--- src/rtl/vram_fetch_arbiter_if.sv ---
// rtl/vram_fetch_arbiter_if.sv - host request/ack bus into the VRAM fetch arbiter
interface vram_fetch_arbiter_if;
   logic        req;
   logic        we;
   logic [11:0] adr;
   logic [7:0]  wd;
   logic        ack;
   logic [7:0]  rd;
   logic        rd_vld;

   modport master (output req, we, adr, wd, input  ack, rd, rd_vld);
   modport slave  (input  req, we, adr, wd, output ack, rd, rd_vld);
endinterface

--- src/rtl/vram_fetch_arbiter.sv ---
// rtl/vram_fetch_arbiter.sv - text VRAM port scheduler: display prefetch, screen clear, host access
module vram_fetch_arbiter #(
   parameter int         C_H_PX_N   = 780,
   parameter int         C_V_LINE_N = 263,
   parameter int         C_COLS     = 80,
   parameter int         C_ROWS     = 30,
   parameter int         C_FETCH_PH = 0,
   parameter logic [7:0] C_CLR_CODE = 8'h20
) (
   input  logic                 i_ck,
   input  logic                 i_rst,
   input  logic                 i_ck_ee,
   input  logic [9:0]           i_hctr,
   input  logic [8:0]           i_vctr,
   input  logic                 i_clr,
   output logic                 o_clr_busy,
   output logic [11:0]          o_ram_adr,
   output logic [7:0]           o_ram_wd,
   output logic                 o_ram_we,
   output logic                 o_ram_re,
   input  logic [7:0]           i_ram_rd,
   output logic [7:0]           o_char_code,
   output logic                 o_char_vld,
   vram_fetch_arbiter_if.slave  io_host
);

   localparam logic [9:0]  C_LS_H      = 10'(C_H_PX_N - 8 + C_FETCH_PH);
   localparam logic [8:0]  C_V_LAST    = 9'(C_V_LINE_N - 1);
   localparam logic [8:0]  C_ACT_LINES = 9'(C_ROWS * 8);
   localparam logic [7:0]  C_COLS_L    = 8'(C_COLS);
   localparam logic [2:0]  C_PH        = 3'(C_FETCH_PH);
   localparam logic [11:0] C_CELLS     = 12'(C_COLS * C_ROWS);

   typedef enum logic [1:0] {H_IDLE, H_GNT, H_HOLD} host_st_t;

   host_st_t    r_host_st, w_host_st_nxt;

   logic [7:0]  w_mid_col;
   logic [8:0]  w_next_line;
   logic        w_mid_ok, w_ls_ok, w_slot;
   logic [8:0]  w_line;
   logic [7:0]  w_col;
   logic [4:0]  w_row;
   logic [11:0] w_fetch_adr;
   logic        w_clr_start, w_clr_wr, w_host_gnt;

   logic [11:0] r_ram_adr;
   logic [7:0]  r_ram_wd;
   logic        r_ram_we, r_ram_re;
   logic        r_re_fetch, r_rd_fetch, r_re_host, r_rd_host;
   logic [7:0]  r_char_code, r_host_rd;
   logic        r_char_vld, r_host_rd_vld;
   logic        r_clr_busy;
   logic [11:0] r_clr_adr;

   // Fetch slot decode: next cell on this line, or column 0 of the next line near end of line
   always_comb begin
      w_mid_col   = {1'b0, i_hctr[9:3]} + 8'd1;
      w_next_line = (i_vctr == C_V_LAST) ? 9'd0 : i_vctr + 9'd1;
      w_mid_ok    = (i_hctr[2:0] == C_PH) && (w_mid_col < C_COLS_L) && (i_vctr < C_ACT_LINES);
      w_ls_ok     = (i_hctr == C_LS_H) && (w_next_line < C_ACT_LINES);
      w_slot      = w_mid_ok || w_ls_ok;
      w_line      = w_ls_ok ? w_next_line : i_vctr;
      w_col       = w_ls_ok ? 8'd0 : w_mid_col;
      w_row       = 5'(w_line >> 3);
      // row*80 as row*64 + row*16 keeps this a pair of shifts and adds
      w_fetch_adr = {1'b0, w_row, 6'd0} + {3'd0, w_row, 4'd0} + {4'd0, w_col};
   end

   // Port arbitration (fetch > clear > host) and host FSM next state
   always_comb begin
      w_host_st_nxt = r_host_st;
      w_clr_wr      = 1'b0;
      w_host_gnt    = 1'b0;
      w_clr_start   = i_clr && !r_clr_busy;
      if (!w_slot) begin
         if (r_clr_busy) begin
            w_clr_wr = (r_clr_adr != C_CELLS);
         end else if (r_host_st == H_IDLE && io_host.req && !w_clr_start) begin
            w_host_gnt = 1'b1;
         end
      end
      case (r_host_st)
         H_IDLE:  if (w_host_gnt) w_host_st_nxt = H_GNT;
         H_GNT:   w_host_st_nxt = H_HOLD;
         default: w_host_st_nxt = H_IDLE;
      endcase
   end

   // Host FSM state register
   always_ff @(posedge i_ck) begin
      if (i_rst) begin
         r_host_st <= H_IDLE;
      end else if (i_ck_ee) begin
         r_host_st <= w_host_st_nxt;
      end
   end

   // Registered VRAM command for the winner of this cycle
   always_ff @(posedge i_ck) begin
      if (i_rst) begin
         r_ram_re   <= 1'b0;
         r_ram_we   <= 1'b0;
         r_ram_adr  <= '0;
         r_ram_wd   <= '0;
         r_re_fetch <= 1'b0;
         r_re_host  <= 1'b0;
      end else if (i_ck_ee) begin
         r_ram_re   <= w_slot || (w_host_gnt && !io_host.we);
         r_ram_we   <= w_clr_wr || (w_host_gnt && io_host.we);
         r_re_fetch <= w_slot;
         r_re_host  <= w_host_gnt && !io_host.we;
         if (w_slot)          r_ram_adr <= w_fetch_adr;
         else if (w_clr_wr)   r_ram_adr <= r_clr_adr;
         else if (w_host_gnt) r_ram_adr <= io_host.adr;
         else                 r_ram_adr <= '0;
         if (w_clr_wr)                       r_ram_wd <= C_CLR_CODE;
         else if (w_host_gnt && io_host.we)  r_ram_wd <= io_host.wd;
         else                                r_ram_wd <= '0;
      end
   end

   // Read return: RAM data arrives the cycle after the strobe and is steered by its tag
   always_ff @(posedge i_ck) begin
      if (i_rst) begin
         r_rd_fetch    <= 1'b0;
         r_rd_host     <= 1'b0;
         r_char_vld    <= 1'b0;
         r_char_code   <= '0;
         r_host_rd_vld <= 1'b0;
         r_host_rd     <= '0;
      end else if (i_ck_ee) begin
         r_rd_fetch    <= r_re_fetch;
         r_rd_host     <= r_re_host;
         r_char_vld    <= r_rd_fetch;
         r_host_rd_vld <= r_rd_host;
         if (r_rd_fetch) r_char_code <= i_ram_rd;
         if (r_rd_host)  r_host_rd   <= i_ram_rd;
      end
   end

   // Clear sequencer: busy stays up one cycle past the last write issue so the final strobe is covered
   always_ff @(posedge i_ck) begin
      if (i_rst) begin
         r_clr_busy <= 1'b0;
         r_clr_adr  <= '0;
      end else if (i_ck_ee) begin
         if (w_clr_start) begin
            r_clr_busy <= 1'b1;
            r_clr_adr  <= '0;
         end else if (r_clr_busy && r_clr_adr == C_CELLS) begin
            r_clr_busy <= 1'b0;
            r_clr_adr  <= '0;
         end else if (w_clr_wr) begin
            r_clr_adr  <= r_clr_adr + 12'd1;
         end
      end
   end

   assign o_ram_re       = r_ram_re;
   assign o_ram_we       = r_ram_we;
   assign o_ram_adr      = r_ram_adr;
   assign o_ram_wd       = r_ram_wd;
   assign o_char_code    = r_char_code;
   assign o_char_vld     = r_char_vld;
   assign o_clr_busy     = r_clr_busy;
   assign io_host.ack    = (r_host_st == H_GNT);
   assign io_host.rd     = r_host_rd;
   assign io_host.rd_vld = r_host_rd_vld;

endmodule
--- src/flat_wrapper.sv ---
// flat-port wrapper written by rule: the top's interface ports become plain ports
module vram_fetch_arbiter_flat 
#(
   parameter int         C_H_PX_N   = 780,
   parameter int         C_V_LINE_N = 263,
   parameter int         C_COLS     = 80,
   parameter int         C_ROWS     = 30,
   parameter int         C_FETCH_PH = 0,
   parameter logic [7:0] C_CLR_CODE = 8'h20
)
  (i_ck, i_rst, i_ck_ee, i_hctr, i_vctr, i_clr, o_clr_busy, o_ram_adr, o_ram_wd, o_ram_we, o_ram_re, i_ram_rd, o_char_code, o_char_vld, io_host_req, io_host_we, io_host_adr, io_host_wd, io_host_ack, io_host_rd, io_host_rd_vld);
  vram_fetch_arbiter_if io_host_i ();
  input  logic i_ck;
  input  logic i_rst;
  input  logic i_ck_ee;
  input  logic [9:0] i_hctr;
  input  logic [8:0] i_vctr;
  input  logic i_clr;
  output logic o_clr_busy;
  output logic [11:0] o_ram_adr;
  output logic [7:0] o_ram_wd;
  output logic o_ram_we;
  output logic o_ram_re;
  input  logic [7:0] i_ram_rd;
  output logic [7:0] o_char_code;
  output logic o_char_vld;
  input wire logic [$bits(io_host_i.req)-1:0] io_host_req;
  input wire logic [$bits(io_host_i.we)-1:0] io_host_we;
  input wire logic [$bits(io_host_i.adr)-1:0] io_host_adr;
  input wire logic [$bits(io_host_i.wd)-1:0] io_host_wd;
  output wire logic [$bits(io_host_i.ack)-1:0] io_host_ack;
  output wire logic [$bits(io_host_i.rd)-1:0] io_host_rd;
  output wire logic [$bits(io_host_i.rd_vld)-1:0] io_host_rd_vld;
  assign io_host_i.req = io_host_req;
  assign io_host_i.we = io_host_we;
  assign io_host_i.adr = io_host_adr;
  assign io_host_i.wd = io_host_wd;
  assign io_host_ack = io_host_i.ack;
  assign io_host_rd = io_host_i.rd;
  assign io_host_rd_vld = io_host_i.rd_vld;
  vram_fetch_arbiter #(.C_H_PX_N(C_H_PX_N), .C_V_LINE_N(C_V_LINE_N), .C_COLS(C_COLS), .C_ROWS(C_ROWS), .C_FETCH_PH(C_FETCH_PH), .C_CLR_CODE(C_CLR_CODE)) u_core (.i_ck(i_ck), .i_rst(i_rst), .i_ck_ee(i_ck_ee), .i_hctr(i_hctr), .i_vctr(i_vctr), .i_clr(i_clr), .o_clr_busy(o_clr_busy), .o_ram_adr(o_ram_adr), .o_ram_wd(o_ram_wd), .o_ram_we(o_ram_we), .o_ram_re(o_ram_re), .i_ram_rd(i_ram_rd), .o_char_code(o_char_code), .o_char_vld(o_char_vld), .io_host(io_host_i));
endmodule
--- config.mk ---
export PLATFORM = sky130hd
export DESIGN_NAME = vram_fetch_arbiter_flat
export DESIGN_NICKNAME = d
export VERILOG_FILES = /design/src/rtl/vram_fetch_arbiter_if.sv /design/src/rtl/vram_fetch_arbiter.sv /design/src/flat_wrapper.sv
export SDC_FILE = /design/constraint.sdc
export NUM_CORES = 1
export LEC_CHECK = 0
export CAP_MARGIN = 20
export CORE_UTILIZATION = 25
export CTS_CLUSTER_DIAMETER = 60
export DETAILED_ROUTE_END_ITERATION = 12
export GPL_TIMING_DRIVEN = 1
export PLACE_DENSITY = 0.54
export SLEW_MARGIN = 5
export SYNTH_ARGS = -nofsm -noshare
export SYNTH_HDL_FRONTEND = slang
export SYNTH_SLANG_ARGS = --single-unit
--- constraint.sdc ---
create_clock -name i_ck -period 6.3 [get_ports i_ck]
set_input_delay 1.89 -clock i_ck [delete_from_list [all_inputs] [get_ports i_ck]]
set_output_delay 1.89 -clock i_ck [all_outputs]
set_load 0.02 [all_outputs]
==> out/metrics.yaml <==
synthTopCellsByArea: "dfxtp_1, nand3_1, a21oi_1"
postSynthAreaPerCell_um2: 8.305
worstPathArrival_ns: 5.80
htreeDepth: 3
syn2layout_area_growth_pct: 43.00
crit_chain: "clkdlybuf4s50_1 -> nor4bb_1 -> nand4b_1 -> a311oi_2 -> nand3_1 -> xnor2_1 -> inv_1 -> fa_1 -> inv_1 -> ha_1 -> a21o_1 -> a21oi_1 -> o21bai_1 -> a21oi_1 -> xnor3_1 -> o41ai_2"
drt_wl_total_mm: 9.951
drive_gt1_frac: 0.07377
grt_usage: 0.1497
cts-buffers-inserted: 9
clk_pin_slew_ns: 0.05
worst_pin_slew_ns: 0.9026
start_util: 0.2591
use_met1: 0.1910
rsz0062_at_grt: "no"
met3_usage: 0.04171
ys_ff_latch: 59
clockRootBuffer: "clkbuf_16"
power_switching_w: 0.0002539
intPower_w: 0.0008369
rows: 41
ys.flop_type: "dfxtp_1"
grt_overflow: 0
layout.nets: 550
slowest_stage: "fa_1"
diodes: 0
netlist_instances: 397
core_um2: 12720
setup_viol: 0
maxSlewHeadroom: 0.3976
first_global_vias: 2967
insertion_delay_ns: 0.33
hold_slack_ns: 0.4501
hpwl_mm: 7.155
firstDrtPassIters: 4
seq_area_frac_synth: 0.3583
hold_violations: 0
ant_nets: 0
period_minus_slack_ns: 5.564
synth_edf_count: 0
cts.sinks: 59
grt_max_degree: 56
powerDensity_nw_per_um2: 231.4
pwr-share-seq: 0.356
wl_per_cell_um: 15.08
dieArea_um2: 13650
period_share: 0.8831
synth_nets: 464
clockBufferDepth: 2
grt_busiest_layer: "met2"
cts-resized-gates: 0
dieWidth_um: 116.8
fmax_mhz: 179.7
ys_types: 64
yosysWarnings: 0
synth_top_area_share: 0.3583
peakVddDrop_mv: 0.1015
drc: 0
gp_congestion: 0.8710
async_flop_share: 0
grt_pass1_wl_mm: 15.55
drv_cap: 0
crit_fanout: 6
switching_share: 0.2328
setup-tns-final_ns: 0
crit_required_ns: 6.54
leakage_nw: 1.730
grt_util_met2: 0.2430
cts_setup_buffers: 0
ioPinCount: 95
syn_area_um2: 3297
combPwrFrac: 0.142
endpoint_kind: "flop"
path_class: "input port to flop"
fin_skew_ns: 0.006419
antenna_found_initial: 1
critPathLaunchType: "input port"
via_count: 3198
slew_viol_final: 0
r2r_setup_slack_ns: 3.91
outcome: "completed"
drt_iter0_drc: 193
synth_top_cell_by_area: "dfxtp_1"
io_buffers: 94
cts_tree: "built"
die_h_um: 116.8
power_frac_clock: 0.502
crit_path_max_incr_delay_ns: 0.53
cts_hold_buf: 0
via_per_inst: 4.845
min_path_type: "flop to flop"
layout make-up:
cell class / count / area, um^2
Clock inverter: 3 / 68.82
Timing Repair Buffer: 101 / 983.4
Multi-Input combinational cell: 299 / 1947
Sequential cell: 59 / 1181
Inverter: 13 / 48.80
Fill cell: 1326 / 8008
Clock buffer: 13 / 270.3
Tap cell: 172 / 215.2
synthesized netlist by cell type (all sizes together) (3+ instances only):
library cell,count
a21oi,38
nor3,7
and2,3
clkbuf,14
dfxtp,59
buf,12
inv,12
and4,4
o31ai,3
a311oi,3
ha,11
fa,3
a22oi,3
and3,7
a31oi,3
o211ai,3
nor4,6
a221oi,4
nand4,9
nor2,30
a211oi,6
xor2,7
o21ai,5
nand2,48
mux2i,5
nor2b,4
a22o,10
xnor2,10
nand3,39
path summary, 6_finish.rpt:
check                        startpoint                     to  cells past startpoint
hold / removal    u_core.o_char_code[6]  u_core.o_char_code[6]                      2
hold reg to reg   u_core.o_char_code[6]  u_core.o_char_code[6]                      2
setup / recovery              i_hctr[6]   u_core.o_ram_adr[10]                     16
setup reg to reg    u_core.r_clr_adr[8]    u_core.r_clr_adr[5]                      6
layer usage:
layer | vias to the layer above | share of wire | wire, um
li1 | 1617 | - | -
met1 | 1489 | 0.47 | 4639
met2 | 75 | 0.46 | 4570
met3 | 17 | 0.056 | 555
met4 | 0 | 0.019 | 185
met5 | - | 0 | 0
cell families (layout without fill, tap and decap cells):
family                     count (synthesis)  in the layout  share of synthesized area
adders and majority gates                 14             14                    0.05996
xor gates and xnor gates                  18             18                    0.05199
AOI/OAI and AO/OA                         90             90                     0.1989
buffers and inverters                     39            130                    0.05123
and+or+nand+nor                          171            171                     0.2611
muxes                                      6              6                    0.01860
DFF                                       59             59                     0.3583
sequential cells by signal, indices dropped and copies added, names as in the netlist:
name                   cells
u_core.o_clr_busy          1
u_core.r_re_host           1
u_core.r_host_st           2
u_core.io_host.rd          8
u_core.o_ram_re            1
u_core.io_host.rd_vld      1
u_core.r_rd_host           1
u_core.o_ram_we            1
u_core.o_char_code         8
u_core.o_char_vld          1
u_core.o_ram_wd            8
u_core.r_rd_fetch          1
u_core.r_re_fetch          1
u_core.o_ram_adr          12
u_core.r_clr_adr          12
stage by stage:
step / std cells / area, um^2 / power, W / setup slack [ns] / utilization
floorplan: 397 / 3297 / 0.0004789 / 0.9535 / -
finish: 660 / 4715 / 0.001091 / 0.7364 / 0.3706
global placement: 643 / 4368 / 0.0005505 / 0.5528 / 0.3433
detailed placement: 643 / 4368 / 0.0005508 / 0.4060 / 0.3433
global route: 660 / 4715 / 0.001134 / 0.4045 / 0.3706
CTS: 659 / 4707 / 0.001103 / 0.7355 / 0.3700
cell usage in the layout (no fill, tap or decap), types with 4 or more instances in the layout:
cell and count:
nand3_1 39, clkdlybuf4s50_1 92, a21oi_1 38, xnor2_1 10
nor4_1 6, o21ai_0 5, clkbuf_16 9, a211oi_1 5
ha_1 11, mux2i_1 5, and3_1 7, a22o_1 10
inv_1 12, nand2_1 48, xor2_1 7, nand4_1 9
dfxtp_1 59, buf_4 6, nor2b_1 4, nor2_1 29
nor3_1 7
power groups by stage:
stage                      logic, W  clock network [W]  registers [W]
final                      0.000155           0.000548       0.000388
after global routing       0.000170           0.000575       0.000389
after CTS                  0.000156           0.000559       0.000388
after detailed placement   0.000155                  0       0.000396
after global placement     0.000155                  0       0.000396
after floorplan           0.0000773                  0       0.000402
critical path: cells and delay by family:
family,cells,cell delay [ns]
and+or+nand+nor,3,0.70
buffers and inverters,3,0.68
xor gates and xnor gates,2,0.47
adders and majority gates,2,0.82
AOI/OAI and AO/OA,6,1.25
Power figures use the tool's default switching activity.
